--- config.mk ---
export PLATFORM = sky130hd
export DESIGN_NAME = sram_port_arbiter
export DESIGN_NICKNAME = d
export VERILOG_FILES = /design/src/rtl/sram_port_arbiter_pkg.sv /design/src/rtl/sram_port_arbiter_id_fifo.sv /design/src/rtl/sram_port_arbiter.sv
export SDC_FILE = /design/constraint.sdc
export NUM_CORES = 1
export LEC_CHECK = 0
export CORE_AREA = 2 2 125 127
export DETAILED_ROUTE_END_ITERATION = 12
export DIE_AREA = 0 0 127 129
export PLACE_DENSITY_LB_ADDON = 0.3
export SLEW_MARGIN = 20
export SYNTH_ARGS = -nofsm -noshare
export SYNTH_HDL_FRONTEND = slang
export SYNTH_HIERARCHICAL = 1
export SYNTH_SLANG_ARGS = --single-unit
--- constraint.sdc ---
create_clock -name clk -period 4.8 [get_ports clk]
set_clock_uncertainty 0.1 [all_clocks]
set_input_delay 1.44 -clock clk [delete_from_list [all_inputs] [get_ports clk]]
set_output_delay 1.44 -clock clk [all_outputs]
set_load 0.01 [all_outputs]
--- src/rtl/sram_port_arbiter_pkg.sv ---
// rtl/sram_port_arbiter_pkg.sv - shared source IDs, grant states and request-bundle packing for sram_port_arbiter
package sram_port_arbiter_pkg;

    localparam logic ARB_SRC_INST   = 1'b0;
    localparam logic ARB_SRC_DATA   = 1'b1;
    localparam int   ARB_REQ_BUS_WD = 71;

    typedef enum logic [1:0] {
        ST_IDLE      = 2'd0,
        ST_HOLD_INST = 2'd1,
        ST_HOLD_DATA = 2'd2
    } arb_state_e;

    // Bundle order matches the mem_* field order: wr, size, addr, wstrb, wdata.
    function automatic logic [ARB_REQ_BUS_WD-1:0] pack_req(
        input logic        wr,
        input logic [1:0]  size,
        input logic [31:0] addr,
        input logic [3:0]  wstrb,
        input logic [31:0] wdata
    );
        return {wr, size, addr, wstrb, wdata};
    endfunction

endpackage

--- src/rtl/sram_port_arbiter_id_fifo.sv ---
// rtl/sram_port_arbiter_id_fifo.sv - arb_id_fifo: 1-bit source-ID FIFO of issued transactions with a registered full flag
module arb_id_fifo #(
    parameter int DEPTH = 2
) (
    input  logic clk,
    input  logic resetn,
    input  logic push,
    input  logic pop,
    input  logic din,
    output logic head,
    output logic full,
    output logic empty
);

    localparam int PW = (DEPTH > 1) ? $clog2(DEPTH) : 1;

    logic [PW-1:0]    wr_ptr_q, wr_ptr_d;
    logic [PW-1:0]    rd_ptr_q, rd_ptr_d;
    logic [PW:0]      count_q, count_d;
    logic [DEPTH-1:0] ids_q, ids_d;
    logic             full_q, full_d;
    logic             do_push, do_pop;

    assign do_push = push & ~full_q;
    assign do_pop  = pop & (count_q != '0);

    always_comb begin
        ids_d    = ids_q;
        wr_ptr_d = wr_ptr_q;
        rd_ptr_d = rd_ptr_q;
        count_d  = count_q;
        if (do_push) begin
            ids_d[wr_ptr_q] = din;
            wr_ptr_d        = wr_ptr_q + 1'b1;
        end
        if (do_pop) begin
            rd_ptr_d = rd_ptr_q + 1'b1;
        end
        unique case ({do_push, do_pop})
            2'b10:   count_d = count_q + (PW+1)'(1);
            2'b01:   count_d = count_q - (PW+1)'(1);
            default: count_d = count_q;
        endcase
        // Registering full keeps mem_data_ok off the combinational mem_req path.
        full_d = (count_d == (PW+1)'(DEPTH));
    end

    always_ff @(posedge clk or negedge resetn) begin
        if (!resetn) begin
            wr_ptr_q <= '0;
            rd_ptr_q <= '0;
            count_q  <= '0;
            ids_q    <= '0;
            full_q   <= 1'b0;
        end else begin
            wr_ptr_q <= wr_ptr_d;
            rd_ptr_q <= rd_ptr_d;
            count_q  <= count_d;
            ids_q    <= ids_d;
            full_q   <= full_d;
        end
    end

    assign head  = ids_q[rd_ptr_q];
    assign full  = full_q;
    assign empty = (count_q == '0);

endmodule

--- src/rtl/sram_port_arbiter.sv ---
// rtl/sram_port_arbiter.sv - inst/data arbiter onto one SRAM-like port with in-order response routing
// Optional inst starvation guard: define ARB_STARVE_GUARD_EN.
module sram_port_arbiter
    import sram_port_arbiter_pkg::*;
#(
    parameter int OUTSTANDING  = 2,
    parameter int STARVE_LIMIT = 4
) (
    input  logic        clk,
    input  logic        resetn,
    input  logic        inst_req,
    input  logic        inst_wr,
    input  logic [1:0]  inst_size,
    input  logic [31:0] inst_addr,
    input  logic [3:0]  inst_wstrb,
    input  logic [31:0] inst_wdata,
    output logic        inst_addr_ok,
    output logic        inst_data_ok,
    output logic [31:0] inst_rdata,
    input  logic        data_req,
    input  logic        data_wr,
    input  logic [1:0]  data_size,
    input  logic [31:0] data_addr,
    input  logic [3:0]  data_wstrb,
    input  logic [31:0] data_wdata,
    output logic        data_addr_ok,
    output logic        data_data_ok,
    output logic [31:0] data_rdata,
    output logic        mem_req,
    output logic        mem_wr,
    output logic [1:0]  mem_size,
    output logic [31:0] mem_addr,
    output logic [3:0]  mem_wstrb,
    output logic [31:0] mem_wdata,
    input  logic        mem_addr_ok,
    input  logic        mem_data_ok,
    input  logic [31:0] mem_rdata
);

    arb_state_e                state_q, state_d;
    logic [ARB_REQ_BUS_WD-1:0] inst_bus, data_bus, mem_bus;
    logic                      gnt_src, gnt_active, src_req, hs;
    logic                      fifo_full, fifo_empty, fifo_head;
    logic                      force_inst, rsp_valid;

    assign inst_bus = pack_req(inst_wr, inst_size, inst_addr, inst_wstrb, inst_wdata);
    assign data_bus = pack_req(data_wr, data_size, data_addr, data_wstrb, data_wdata);

`ifdef ARB_STARVE_GUARD_EN
    localparam int SW = $clog2(STARVE_LIMIT + 1);
    localparam logic [SW-1:0] LIMIT = SW'(STARVE_LIMIT);

    logic [SW-1:0] starve_q, starve_d;

    always_comb begin
        starve_d = starve_q;
        if (hs && gnt_src == ARB_SRC_INST) begin
            starve_d = '0;
        end else if (hs && gnt_src == ARB_SRC_DATA && inst_req && starve_q != LIMIT) begin
            starve_d = starve_q + 1'b1;
        end
    end

    always_ff @(posedge clk or negedge resetn) begin
        if (!resetn) begin
            starve_q <= '0;
        end else begin
            starve_q <= starve_d;
        end
    end

    assign force_inst = inst_req & (starve_q == LIMIT);
`else
    logic unused_starve_limit;
    assign unused_starve_limit = (STARVE_LIMIT != 0);
    assign force_inst          = 1'b0;
`endif

    always_comb begin
        gnt_src    = ARB_SRC_INST;
        gnt_active = 1'b0;
        unique case (state_q)
            ST_IDLE: begin
                gnt_src    = (data_req && !force_inst) ? ARB_SRC_DATA : ARB_SRC_INST;
                gnt_active = (inst_req | data_req) & ~fifo_full;
            end
            ST_HOLD_INST: begin
                gnt_src    = ARB_SRC_INST;
                gnt_active = 1'b1;
            end
            ST_HOLD_DATA: begin
                gnt_src    = ARB_SRC_DATA;
                gnt_active = 1'b1;
            end
            default: begin
                gnt_src    = ARB_SRC_INST;
                gnt_active = 1'b0;
            end
        endcase
        // Outputs collapse while reset is held even though requesters may still be active.
        gnt_active = gnt_active & resetn;
        src_req    = (gnt_src == ARB_SRC_DATA) ? data_req : inst_req;
        mem_req    = gnt_active & src_req & ~fifo_full;
        mem_bus    = '0;
        if (gnt_active) begin
            mem_bus = (gnt_src == ARB_SRC_DATA) ? data_bus : inst_bus;
        end
        hs = mem_req & mem_addr_ok;

        state_d = state_q;
        unique case (state_q)
            ST_IDLE: begin
                if (mem_req && !mem_addr_ok) begin
                    state_d = (gnt_src == ARB_SRC_DATA) ? ST_HOLD_DATA : ST_HOLD_INST;
                end
            end
            ST_HOLD_INST, ST_HOLD_DATA: begin
                if (hs) begin
                    state_d = ST_IDLE;
                end
            end
            default: state_d = ST_IDLE;
        endcase
    end

    always_ff @(posedge clk or negedge resetn) begin
        if (!resetn) begin
            state_q <= ST_IDLE;
        end else begin
            state_q <= state_d;
        end
    end

    assign {mem_wr, mem_size, mem_addr, mem_wstrb, mem_wdata} = mem_bus;

    assign inst_addr_ok = hs & (gnt_src == ARB_SRC_INST);
    assign data_addr_ok = hs & (gnt_src == ARB_SRC_DATA);

    arb_id_fifo #(
        .DEPTH (OUTSTANDING)
    ) u_id_fifo (
        .clk    (clk),
        .resetn (resetn),
        .push   (hs),
        .pop    (mem_data_ok),
        .din    (gnt_src),
        .head   (fifo_head),
        .full   (fifo_full),
        .empty  (fifo_empty)
    );

    // A response with nothing outstanding is dropped rather than misrouted.
    assign rsp_valid    = mem_data_ok & ~fifo_empty;
    assign inst_data_ok = rsp_valid & (fifo_head == ARB_SRC_INST);
    assign data_data_ok = rsp_valid & (fifo_head == ARB_SRC_DATA);
    assign inst_rdata   = mem_rdata;
    assign data_rdata   = mem_rdata;

`ifdef SIMULATION
    always_ff @(posedge clk) begin
        if (resetn) begin
            assert (!(mem_data_ok && fifo_empty))
                else $error("mem_data_ok with no outstanding transaction");
        end
    end
`endif

endmodule
## Yosys cells after proc, flatten, opt, wreduce, memory -nomap -nowiden

Cells that the tools add are included.

| word-level totals | value |
|---|---|
| word-level logic and storage cells | 61 |
| register bits | 9 |

| operators by class | value |
|---|---|
| $lt $le $gt $ge | 3 |
| reduce and logical (&&, ||, !) cells | 8 |
| eq/ne operators | 7 |
| add/sub/neg operators | 4 |
| bitwise logic cells | 17 |
| muxes and demuxes | 16 |

Operators by type and width:

| kind | number |
|---|---|
| $mux 71 | 2 |
| $and 1x1->1 | 12 |
| $pmux 2 s2 | 2 |
| $eq 2x2->1 const B | 3 |
| $mux 2 | 3 |
| $mux 1 | 5 |
| $eq 2x1->1 const B | 2 |
| $logic_not 2->1 | 2 |
| $lt 1x2->1 const B | 2 |
| $not 1->1 | 4 |
| $pmux 1 s2 | 2 |
| $add 1x1->1 const B | 2 |
| $add 2x1->2 const B | 1 |
| $bwmux 2 | 1 |
| $logic_and 1x1->1 | 2 |
| $ne 2x1->1 const B | 1 |
| $ne 2x2->1 const B | 1 |
| $reduce_and 2->1 | 1 |
| $reduce_bool 2->1 | 1 |
| $reduce_or 2->1 | 1 |
| $sub 2x1->2 const B | 1 |
| $demux 1 s1 | 1 |
| $ge 1x1->1 const B | 1 |
| $logic_not 1->1 | 1 |
| $or 1x1->1 | 1 |

## Longest topological paths before layout

| depth | value |
|---|---|
| word-level depth | 11 |
| mapped depth | 11 |
| gate-level depth less buffers | 10 |

## By module

The synthesis kept the hierarchy.

By module, submodules not included:

| module | instances | area each (um^2) | sequential area each (um^2) | cells each |
|---|---|---|---|---|
| sram_port_arbiter | 1 | 1781.7 | 50.0 | 335 |
| arb_id_fifo | 1 | 327.8 | 175.2 | 26 |

## Worst setup path before layout

No wires, ideal clock.

| timing path | value |
|---|---|
| kind | input to output |
| start point | input data_req |
| end point | output mem_addr[0] |
| slack | 0.876 ns |
| arrival time | 2.384 ns |
| stages on the path | 6 |
| data required time | 3.260 ns |
| buffers on the path | 2 |
| cell sequence | or2_1 -> a31oi_1 -> or2_1 -> buf_6 -> buf_6 -> a21oi_1 |

| between the ends | value |
|---|---|
| cells in the longest elaborated chain, start to end | 5 |

RTL lines:

| item | RTL line | source |
|---|---|---|
| start, declared | sram_port_arbiter.sv:20 | `input logic data_req,` |
| $or 1x1->1 | sram_port_arbiter.sv:85 | `gnt_active = (inst_req \| data_req) & ~fifo_full;` |
| $and 1x1->1 | sram_port_arbiter.sv:85 |  |
| $pmux 1 s2 | sram_port_arbiter.sv:82 | `unique case (state_q)` |
| $and 1x1->1 | sram_port_arbiter.sv:101 | `gnt_active = gnt_active & resetn;` |
| $mux 71 (*) | sram_port_arbiter.sv:105 | `if (gnt_active) begin` |
| end, declared | sram_port_arbiter.sv:32 | `output logic [31:0] mem_addr,` |

Every way passes the cells marked *; elsewhere a longest branch is shown, timed or not.

## Final worst setup path

| timing path | value |
|---|---|
| start point | input data_req |
| end point | output mem_wdata[26] |

| between the ends | value |
|---|---|
| cells in the longest elaborated chain, start to end | 5 |

RTL lines:

| item | RTL line | source |
|---|---|---|
| $or 1x1->1 | sram_port_arbiter.sv:85 |  |
| $and 1x1->1 | sram_port_arbiter.sv:85 |  |
| $pmux 1 s2 | sram_port_arbiter.sv:82 |  |
| $and 1x1->1 | sram_port_arbiter.sv:101 |  |
| $mux 71 (*) | sram_port_arbiter.sv:105 |  |
| end, declared | sram_port_arbiter.sv:34 | `output logic [31:0] mem_wdata,` |

Marks and branches as above.

==> reports/results.ini <==
[min_path]
holdPathStages=1
hold_path.class=reg -> reg

[logic_synthesis]
yosys.area_share.xor_xnor=0.0249
synth_compound_area_frac=0.214
ys.flop_type=dfrtp_1
synth.avg_cell_area_um2=5.84
synthAdderAreaFrac=0.0237
synth.cell_area_um2=2110
yosysWarnings=6
seq_area_frac_synth=0.107
synthMuxAreaShare=0.0160
ys_top_cells_by_area=nand2_1 25%, buf_4 23%, a21oi_1 17%
yosys.area.top_type_share=0.254
syn_inst=361
ys_seq_elements=9
synth_commonest_cells=143 x nand2_1, 72 x a21oi_1, 64 x buf_4
synth.most_common_cell=nand2_1
synth.distinct_cells=32
synth-simple-area-share=0.314
synth_top_family_by_area=simple AND/OR/NAND/NOR gates
synth_nets=545
synth_area_leader_cell=nand2_1
async_reset_ff_frac=1.00
synth_edf_count=0

[placed_design]
placed_area_um2=4190
io_buffers=223
post-place-ws_ns=-0.382
gp_congestion=0.794
hpwlAfterDp_um=9570
dpl.cell_count=704

[global_routing]
grt_pass1_wl_um=16900
grt_remaining_overflow=0
grt_max_degree=32
grt_pass1_vias=3017
grt_antenna_before_repair=0
grt_use_total=0.131

[critical_path]
cp-start-kind=input port
critPathMaxFanout=30
ff2ff_path_depth=10
critical_path_class=in -> out
arrival_ns=3.38
crit_required_ns=3.26
endpoint_kind=output port

[floorplan]
fp.coreArea_um2=15000
start_util=0.141
die_x_um=127
ioPinCount=320
die_y_um=129
dieArea_um2=16400
num_rows=45

[detailed_routing]
drtPass1Iterations=4
drc_errors=0
drt_wl_total_um=11700
drtAntennaViolNets=0
vias=2914
drt_iter0_markers=89
vias_per_cell=4.09
wire_per_inst_um=16.5

[cts]
clkSinkCount=9
clockBufferDepth=2
h-tree-depth=1
clock_latency_ns=0.23
cts_tree=built
cts_made_buffers=3
path_clk_slew_ns=0.04
cts_root_buf=clkbuf_16

[sta]
relSlewSlack=0.767
fin_crit_sh=1.03
tightest_slew_ns=0.346
period_minus_slack_ns=4.92
timing.fmax_ghz=0.203
rsz0062_at_grt=yes
fin_setup_tns_ns=-0.121
finalWorstSetupSlack_ns=-0.121
fin_hold_ws_ns=0.391
final-hold-violation-count=0
finalSetupViolations=1
drv_slew=0

[final_layout]
drive_above_1_share=0.0859
n_antenna_cell=0
fill_cells=1667
finalNetCount=709
seq_area_um2=225
synthToLayoutAreaGrowth_pct=103
multi_input_area_um2=1270
fin_area_um2=4280
fin_util=0.286
fin_cells=712

[pwr]
vdd_ir_drop_max_uv=237
p_per_area_nw_per_um2=475
p_leak_nw=2.04
power_mw=2.04

[flow_run]
maxCapViolations=0

[run_status]
violations=negative setup slack
run_status=finished, violations left

[worst max-delay path, cell delays in order]
cell,delay [ns]
clkdlybuf4s50_1,0.47
or2_1,0.11
a31oi_1,0.11
or2_4,0.31
buf_8,0.18
a21oi_1,0.17
clkdlybuf4s50_1,0.57
[path summary, 6_finish.rpt]
kind / start / to / slack, ns
min in group asynchronous: resetn / u_id_fifo/full / 1.43
hold reg to reg: u_id_fifo/rd_ptr_q / u_id_fifo/rd_ptr_q / 0.39
hold / removal: u_id_fifo/rd_ptr_q / u_id_fifo/rd_ptr_q / 0.39
setup reg to reg: state_q[0] / u_id_fifo/full / 2.14
setup / recovery: data_req / mem_wdata[26] / -0.12
max in group asynchronous: resetn / state_q[1] / 3.04
[cell families (layout without fill, tap and decap cells)]
logic type / after synthesis / after routing
AND/OR/NAND/NOR: 163 / 163
adder cells (fa/ha/maj): 4 / 4
buffers and inverters: 92 / 255
flip-flops: 9 / 9
multiplexers: 3 / 3
AO/OA/AOI/OAI: 84 / 84
XOR/XNOR: 6 / 6
[flip-flops by register name, summed over array words and instances, names as in the netlist]
name	count
u_id_fifo/count_q	2
state_q	2
u_id_fifo/wr_ptr_q	1
u_id_fifo/full	1
u_id_fifo/rd_ptr_q	1
u_id_fifo/ids_q	2
[layer usage]
metal	GRT usage	vias up	part of all wire
li1	-	1428	-
met5	0	-	0
met2	0.243	181	0.52
met1	0.150	1283	0.37
met3	0.0370	22	0.097
met4	0.0310	0	0.019
[cell usage in the layout, fill, tap and decap left out, types with 2 or more instances in the layout]
master	Yosys	routed
a21oi_1	72	68
a21oi_2	0	3
buf_12	0	6
buf_4	64	14
buf_6	6	2
clkbuf_16	0	3
clkbuf_2	0	4
clkdlybuf4s15_1	0	8
clkdlybuf4s50_1	0	150
dfrtp_1	9	9
dlygate4sd2_1	0	55
dlymetal6s2s_1	0	6
ha_1	4	4
inv_1	4	3
mux2_2	3	3
nand2_1	143	143
nor2_1	6	6
nor3_1	2	2
o211ai_1	5	5
o311ai_0	2	2
or2b_1	2	2
xnor2_1	3	3
xor2_1	3	3
[where the power goes]
part / internal, mW / switching [mW]
registers: 0.114 / 0.0359
logic: 0.825 / 0.915
clock network: 0.111 / 0.0344
[area by class of cell]
class / count / share of cell area
timing repair buffer: 247 / 0.573
tap: 188 / 0.0549
inverter: 4 / 0.00409
multi-input combinational: 260 / 0.297
clock buffer: 4 / 0.0184
sequential: 9 / 0.0526
[timing repair]
action                     CTS  global route
setup endpoints to repair   73            16
hold buffers                 0             0
pin swaps                    1             0
resized for setup           74            24
buffers inserted             3             0
cloned                       1             0
(Power assumes the default switching activity.)
